File: src/rtl/alarm_time_store.sv
// rtl/alarm_time_store.sv - BCD alarm time registers, match detect and ring/snooze sequencer
module alarm_time_store #(
  parameter int unsigned RING_SECS   = 60,
  parameter int unsigned SNOOZE_SECS = 300
) (
  input  logic       clk,
  input  logic       reset_n,
  input  logic       hours,
  input  logic       mins,
  input  logic       alarm_en,
  input  logic [7:0] tod_hours,
  input  logic [7:0] tod_mins,
  input  logic       sec_tick,
  input  logic       stop,
  input  logic       snooze,
  output logic [7:0] alarm_hours,
  output logic [7:0] alarm_mins,
  output logic       ring,
  output logic       snoozing
);

  typedef enum logic [1:0] {
    IDLE    = 2'd0,
    RINGING = 2'd1,
    SNOOZE  = 2'd2
  } state_e;

  // Last counter value before the timeout fires; the counter starts at 0 on entry.
  localparam logic [15:0] RING_LAST   = 16'(RING_SECS - 1);
  localparam logic [15:0] SNOOZE_LAST = 16'(SNOOZE_SECS - 1);

  state_e      state_q, state_d;
  logic [15:0] cnt_q, cnt_d;
  logic [7:0]  alarm_hours_q, alarm_hours_d;
  logic [7:0]  alarm_mins_q, alarm_mins_d;
  logic        match_q;
  logic        ring_q, snoozing_q;
  logic        match;
  logic        trigger;

  function automatic logic [7:0] inc_bcd_mins(input logic [7:0] v);
    if (v == 8'h59)
      return 8'h00;
    else if (v[3:0] == 4'd9)
      return {v[7:4] + 4'd1, 4'd0};
    else
      return {v[7:4], v[3:0] + 4'd1};
  endfunction

  function automatic logic [7:0] inc_bcd_hours(input logic [7:0] v);
    if (v == 8'h23)
      return 8'h00;
    else if (v[3:0] == 4'd9)
      return {v[7:4] + 4'd1, 4'd0};
    else
      return {v[7:4], v[3:0] + 4'd1};
  endfunction

  // Alarm time edits: each strobe bumps its own field, no carry between fields.
  always_comb begin
    alarm_hours_d = alarm_hours_q;
    alarm_mins_d  = alarm_mins_q;
    if (hours) alarm_hours_d = inc_bcd_hours(alarm_hours_q);
    if (mins)  alarm_mins_d  = inc_bcd_mins(alarm_mins_q);
  end

  // Fire once on the rising edge of a match, so a held matching minute rings only once.
  always_comb begin
    match   = alarm_en && (tod_hours == alarm_hours_q) && (tod_mins == alarm_mins_q);
    trigger = match && !match_q;
  end

  // Ring sequencer next state; the second counter restarts on every state change.
  always_comb begin
    state_d = state_q;
    cnt_d   = cnt_q;
    unique case (state_q)
      IDLE: begin
        cnt_d = 16'd0;
        if (trigger) state_d = RINGING;
      end
      RINGING: begin
        if (!alarm_en || stop) begin
          state_d = IDLE;
          cnt_d   = 16'd0;
        end else if (snooze) begin
          state_d = SNOOZE;
          cnt_d   = 16'd0;
        end else if (sec_tick) begin
          if (cnt_q == RING_LAST) begin
            state_d = IDLE;
            cnt_d   = 16'd0;
          end else begin
            cnt_d = cnt_q + 16'd1;
          end
        end
      end
      SNOOZE: begin
        if (!alarm_en || stop) begin
          state_d = IDLE;
          cnt_d   = 16'd0;
        end else if (sec_tick) begin
          if (cnt_q == SNOOZE_LAST) begin
            state_d = RINGING;
            cnt_d   = 16'd0;
          end else begin
            cnt_d = cnt_q + 16'd1;
          end
        end
      end
      default: begin
        state_d = IDLE;
        cnt_d   = 16'd0;
      end
    endcase
  end

  // State, counter, alarm time and registered outputs; outputs decode the next state so they align with it.
  always_ff @(posedge clk or negedge reset_n) begin
    if (!reset_n) begin
      state_q       <= IDLE;
      cnt_q         <= 16'd0;
      alarm_hours_q <= 8'h00;
      alarm_mins_q  <= 8'h00;
      match_q       <= 1'b0;
      ring_q        <= 1'b0;
      snoozing_q    <= 1'b0;
    end else begin
      state_q       <= state_d;
      cnt_q         <= cnt_d;
      alarm_hours_q <= alarm_hours_d;
      alarm_mins_q  <= alarm_mins_d;
      match_q       <= match;
      ring_q        <= (state_d == RINGING);
      snoozing_q    <= (state_d == SNOOZE);
    end
  end

  assign alarm_hours = alarm_hours_q;
  assign alarm_mins  = alarm_mins_q;
  assign ring        = ring_q;
  assign snoozing    = snoozing_q;

endmodule

File: config.mk
export PLATFORM = sky130hd
export DESIGN_NAME = alarm_time_store
export DESIGN_NICKNAME = d
export VERILOG_FILES = /design/src/rtl/alarm_time_store.sv
export SDC_FILE = /design/constraint.sdc
export NUM_CORES = 1
export LEC_CHECK = 0
export CAP_MARGIN = 20
export CORE_MARGIN = 2
export CORE_UTILIZATION = 30
export CTS_BUF_LIST = sky130_fd_sc_hd__clkbuf_2 sky130_fd_sc_hd__clkbuf_4 sky130_fd_sc_hd__clkbuf_8
export CTS_CLUSTER_SIZE = 24
export DETAILED_ROUTE_END_ITERATION = 8
export SYNTH_ARGS = -nofsm -noshare
export SYNTH_HDL_FRONTEND = slang
export SYNTH_SLANG_ARGS = --single-unit
File: constraint.sdc
create_clock -name clk -period 2.2 [get_ports clk]
set_clock_uncertainty 0.15 [all_clocks]
set_input_delay 0.44 -clock clk [delete_from_list [all_inputs] [get_ports clk]]
set_output_delay 0.44 -clock clk [all_outputs]
set_load 0.05 [all_outputs]
# Yosys cells after proc, flatten, opt, wreduce, memory -nomap -nowiden
# Index checks and enable logic that the tools add are counted.
[word_totals] ff_bits=37 in_bits=24 output_inout_bits=18 elab_cells=61
[classes] n_addsub=5 eq_ne=14 mux=21 reduce_logical=12
[ops] op="16-bit two-way mux" count=7
[ops] op="8-bit two-way mux" count=4
[ops] op="16-bit one-hot mux with 2 select lines" count=1
[ops] op="16-bit by 1-bit adder with 16-bit output (second input constant)" count=1
[ops] op="4-bit by 1-bit adder with 4-bit output (second input constant)" count=4
[ops] op="16-bit by 6-bit equality test with 1-bit output (second input constant)" count=1
[ops] op="16-bit by 9-bit equality test with 1-bit output (second input constant)" count=1
[ops] op="8-bit equality test" count=2
[ops] op="2-bit two-way mux" count=8
[ops] op="4-bit equality test (second input constant)" count=2
[ops] op="8-bit by 6-bit equality test with 1-bit output (second input constant)" count=1
[ops] op="8-bit by 7-bit equality test with 1-bit output (second input constant)" count=1
[ops] op="2-bit one-hot mux with 3 select lines" count=1
[ops] op="2-bit AND reduction" count=3
[ops] op="2-bit by 1-bit equality test with 1-bit output (second input constant)" count=2
[ops] op="2-bit equality test (second input constant)" count=2
[ops] op="4-bit inequality test (second input constant)" count=1
[ops] op="2-bit nonzero test" count=2
[ops] op="1-bit logical AND" count=3
[ops] op="3-bit inequality test (second input constant)" count=1
[ops] op="1-bit zero test" count=2
[ops] op="2-bit zero test" count=1
[ops] op="1-bit logical OR" count=1

# Depth between registers and ports, before layout
[logic_depth] depth_word=7 ltp_mapped=8 ltp_nobuf=7

# Worst setup path after synthesis
# No wires, ideal clock.
[synth_timing] kind="register -> register" startpoint="register alarm_hours_q[1] (netlist: alarm_hours[1])" endpoint="register alarm_hours_q[0] (netlist: alarm_hours[0])" setup_time_ns=0.083 arrival_ns=1.922 required_ns=1.967 path_slack_ns=0.046 path_stages_with_launch=7 n_path_buf=0 synth_period_minus_slack_ns=2.154 cell_sequence="dfrtp_1 > inv_1 > ha_1 > a22o_1 > and2b_1 > or3b_2 > o21ai_0"
[synth_between] elab_chain_len=3 word_cells_on_any_way=4
[synth_lines] item="from (decl)" line_no="34" text="logic [7:0] alarm_hours_q, alarm_hours_d;"
[synth_lines] item="from (signal assigned)" line_no="131" text="alarm_hours_q <= alarm_hours_d;"
[synth_lines] item="4-bit equality test" line_no="53" text="else if (v[3:0] == 4'd9)"
[synth_lines] item="8-bit two-way mux" line_no="53"
[synth_lines] item="8-bit two-way mux *" line_no="51" text="if (v == 8'h23)"
# Every way passes the cells marked *; elsewhere a longest branch is shown, timed or not. The select of a mux whose other input is x is not followed.
# A chain may end at the register's enable or synchronous reset.

# Worst setup path after layout
[layout_timing] startpoint="input tod_hours[1]" endpoint="register ring_q (netlist: ring)"
[layout_between] elab_chain_len=7
[layout_lines] item="from (decl)" line_no="11" text="input logic [7:0] tod_hours,"
[layout_lines] item="8-bit equality test" line_no="69" text="match = alarm_en && (tod_hours == alarm_hours_q) && (tod_mins == alarm_mins_q);"
[layout_lines] item="1-bit logical AND (2 in a row)" line_no="69"
[layout_lines] item="1-bit logical AND" line_no="70" text="trigger = match && !match_q;"
[layout_lines] item="2-bit two-way mux" line_no="80" text="if (trigger) state_d = RINGING;"
[layout_lines] item="2-bit one-hot mux with 3 select lines" line_no="77" text="unique case (state_q)"
[layout_lines] item="2-bit by 1-bit equality test with 1-bit output" line_no="134" text="ring_q <= (state_d == RINGING);"
[layout_lines] item="to (signal assigned)" line_no="134"
[layout_lines] item="to (decl)" line_no="37" text="logic ring_q, snoozing_q;"
# Every way passes these cells.

==> results_tabular.tex <==
\begin{tabular}{lr}
\hline
Metric & Value \\
\hline
\multicolumn{2}{l}{\textbf{Timing}} \\
\quad Max Clk Rate & 0.468 GHz \\
\quad Final-report hold violation count & 0 \\
\quad Max-slew violation count & 0 \\
\quad Final setup violation count & 0 \\
\quad Pin slew with the least headroom to its limit & 497 ps \\
\quad Hold Slack & between 20 and 30 ps \\
\quad Final Critical Period & between 2000 and 2500 ps \\
\quad Fraction of the cycle the final worst path needs & 0.970 \\
\quad Setup repair after global routing missed its margin & false \\
\quad Max\_slew headroom & 0.668 \\
\multicolumn{2}{l}{\textbf{Floorplan}} \\
\quad Die Footprint & 8690 µm² \\
\quad Total I/O pin count & 42 \\
\quad Number of cell rows & 32 \\
\quad Height of the chip & approximately 93 µm \\
\quad Floorplan core area & 7730 µm² \\
\quad X dimension of the die & 93.2 µm \\
\quad Effective utilization at floorplan & 0.309 \\
\multicolumn{2}{l}{\textbf{Critical path}} \\
\quad Worst Reg2Reg Path Length in Cells & 5 \\
\quad Reg-to-reg setup timing slack & 80 ps \\
\quad Cell family with the largest share of critical-path delay & simple AND/OR/NAND/NOR gates \\
\quad Endpoint required time on the critical path & 2240 ps \\
\quad Crit Path Max Fanout & 3 \\
\quad Number of buffer and inverter stages on the critical path & 1 \\
\quad Kind of capture point of the worst setup path & flop \\
\quad Stage delay of the slowest cell on the critical path & 420 ps \\
\quad Destination of the critical timing path & ring \\
\quad Critical path cell sequence & clkdlybuf4s50\_1, xor2\_1, nor4\_1, nand4\_1, or3\_4, a2111oi\_2 \\
\quad Arrival time at the worst endpoint & 2170 ps \\
\quad Critical Path Slowest Stage Cell & clkdlybuf4s50\_1 \\
\quad CP Launch Type & input port \\
\quad Reg2reg start & alarm\_hours[1] \\
\quad Start-to-end type of the worst setup path & input port to flop \\
\quad R2r endpoint & ring \\
\quad Path length in cells of the critical path & 6 \\
\quad Launch point of the worst path & tod\_hours[1] \\
\multicolumn{2}{l}{\textbf{Logic synthesis}} \\
\quad Net count after synthesis & 294 \\
\quad Xor and xnor fraction of the mapped netlist area & 0.0807 \\
\quad Number of unique standard cell types used by synthesis & 48 \\
\quad Sequential fraction of the synthesis area & 0.388 \\
\quad Yosys Warn Count & 0 \\
\quad Number of enable flip-flop cells after synthesis & 0 \\
\quad Synth Cell Area & around 2400 µm² \\
\quad Synthesized-area fraction occupied by adder cells & 0.0681 \\
\quad Mux contribution to synthesized area & 0.00472 \\
\quad Flop and latch count out of synthesis & 37 \\
\quad Dominant combinational cell family by area after synthesis & simple AND/OR/NAND/NOR gates \\
\quad Post-synthesis share of cell area spent on and, or, nand and nor gates & 0.270 \\
\quad Syn Inst Count & 257 \\
\quad Primary FF master, synth & dfrtp\_1 \\
\quad Synth Area in Compound Gates & 0.151 \\
\quad Post-synthesis average cell area & roughly 9.3 µm² \\
\quad Async SR Flop Fraction & 1.00 \\
\multicolumn{2}{l}{\textbf{Power and ir drop}} \\
\quad PwrDens & 824 nW/µm² \\
\quad IR drop worst, VDD & $\sim$0.45 mV \\
\quad LEAKAGE & 1.39 nW \\
\quad Overall power of the completed layout & 2.59 mW \\
\multicolumn{2}{l}{\textbf{Status}} \\
\quad Outcome & completed \\
\multicolumn{2}{l}{\textbf{Global route}} \\
\quad Total global-route track usage & 0.141 \\
\quad Number of antenna violations at the first check in global routing & 0 \\
\quad First-pass GRT wire length & 9730 µm \\
\quad Pin count of the biggest net entering global routing & 38 \\
\quad Number of global-route vias before repair & approximately 2100 \\
\quad GRT overflow & 0 \\
\multicolumn{2}{l}{\textbf{Clock network}} \\
\quad Post-CTS clock slew at the launch and capture registers of the worst setup and hold paths & 80 ps \\
\quad Clk\_lat worst skew & 300 ps \\
\quad TritonCTS clock tree & done \\
\quad Number of gates given a new drive strength after cts & 0 \\
\quad Hold\_buf cts & 0 \\
\quad Number of H-tree branching levels & 2 \\
\quad Setup Buffers After CTS & 0 \\
\quad Clock Sink Count & 37 \\
\quad Maximum root-to-sink buffer count & 2 \\
\quad Root Driver & clkbuf\_8 \\
\quad CTS buffer count & 5 \\
\multicolumn{2}{l}{\textbf{Detailed routing}} \\
\quad Detailed-route via count & 2121 \\
\quad Via-to-Cell Ratio & about 5 \\
\quad Number of iterations in the first detailed-routing pass & 4 \\
\quad Detailed-route DRC error count & 0 \\
\quad Remaining antenna violation count after routing & 0 \\
\quad Detailed-route wire length per cell & around 14 µm \\
\quad Starting DRT DRC Count & 47 \\
\quad Drt total wl & between 5000 and 6000 µm \\
\multicolumn{2}{l}{\textbf{Hold path}} \\
\quad Path class of the lowest-slack min-delay path & input port to asynchronous set/reset pin \\
\multicolumn{2}{l}{\textbf{Layout}} \\
\quad Final layout net count & 362 \\
\quad Most common cell after layout, fill and taps aside & buf\_4 \\
\quad Layout area overhead & 31.9\% \\
\quad Fraction of final layout cells sized beyond drive strength 1 & 0.202 \\
\quad Filler cell count in the final layout & 747 \\
\quad Number of diodes added for antenna fixing & 0 \\
\quad Most frequent cells in the layout & 43 x buf\_4, 37 x dfrtp\_1, 32 x nand2\_1, 24 x clkdlybuf4s50\_1, 20 x nand3\_1 \\
\multicolumn{2}{l}{\textbf{Flow run}} \\
\quad MaxCap Viol Count & 0 \\
\multicolumn{2}{l}{\textbf{Placement}} \\
\quad Detailed placer's ending HPWL & 4460 µm \\
\quad Count of buffers from port buffering & 41 \\
\quad Final RePlAce weighted congestion & slightly below 0.8 \\
\hline
\end{tabular}
[state kept, by name, indices dropped and copies added (netlist names)]
signal       flops
ring             1
state_q          2
match_q          1
cnt_q           16
snoozing         1
alarm_mins       8
alarm_hours      8
[power by group]
part | internal (mW) | switching [mW]
clock network | 0.232 | 0.263
registers | 0.782 | 0.128
logic | 0.460 | 0.729
total | 1.47 | 1.12
[worst reg2reg max path, stage by stage, from the launching register on]
cell and delay (ps):
dfrtp_1 480, xor2_1 200, nor4_1 310, nand4_1 180
or3_4 370, a2111oi_2 320
[final cells by class]
cell class	count	area, µm²	share of cell area
clock buffer	6	76.3	0.0242
sequential	37	926	0.294
inverter	15	56.3	0.0179
multi-input combinational	198	1380	0.440
tap	102	128	0.0405
clock inverter	2	10.0	0.00318
timing repair buffer	68	568	0.180
[synthesized netlist by cell type, drive strengths merged, types with 4 or more instances]
master  number  share of area
nand2       32          0.050
ha          13          0.068
dfrtp       37           0.39
buf          6          0.012
o22ai        5          0.013
xnor2        7          0.026
a22o         4          0.015
nor3         6          0.013
xor2        15          0.055
nand3       20          0.042
o311ai       8          0.029
nand4        7          0.018
inv         15          0.024
nor4b        4          0.027
nor4         5          0.021
nor2        12          0.020
nand2b       4          0.010
o21ai       18          0.038
[per-layer routing]
layer / up-vias / wire, µm / part of all wire / GRT usage
li1: 1071 / - / - / -
met1: 1019 / 2820 / 0.48 / 0.190
met2: 26 / 2780 / 0.48 / 0.228
met3: 5 / 154 / 0.026 / 0.0201
met4: 0 / 83 / 0.014 / 0.0588
met5: - / 0 / 0 / 0
[stage by stage]
| step | setup TNS [ps] | worst slack (ps) | cell area [µm²] | util | std cells |
|---|---|---|---|---|---|
| 6_report | 0 | 65.4 | 3150 | 0.407 | 428 |
| 5_1_grt | 0 | 7.15 | 3150 | 0.407 | 428 |
| 4_1_cts | 0 | 53.8 | 3140 | 0.406 | 428 |
| 3_3_place_gp | -1100 | -164 | 3050 | 0.395 | 420 |
| 3_5_place_dp | -1750 | -234 | 3050 | 0.395 | 420 |
| 2_1_floorplan | 0 | 45.7 | 2390 | - | 257 |
[worst min-delay path by stage]
stage	slack [ps]	start	end	depth (start not counted)
global route	80	reset_n	alarm_hours[6]	2
global placement	360	cnt_q[1]	cnt_q[1]	2
finish	30	reset_n	alarm_hours[5]	2
floorplan	-6	reset_n	alarm_hours[0]	0
detailed placement	380	reset_n	alarm_hours[5]	2
CTS	50	reset_n	alarm_hours[5]	2
[kinds of logic (layout without fill, tap and decap cells)]
family / Yosys count / count (layout)
adders and majority gates: 13 / 13
AOI/OAI and AO/OA: 51 / 51
DFF: 37 / 37
muxes: 1 / 1
xor gates and xnor gates: 22 / 22
buffers and inverters: 22 / 91
and+or+nand+nor: 111 / 111
Note: power is estimated with default switching activity, not from simulation.
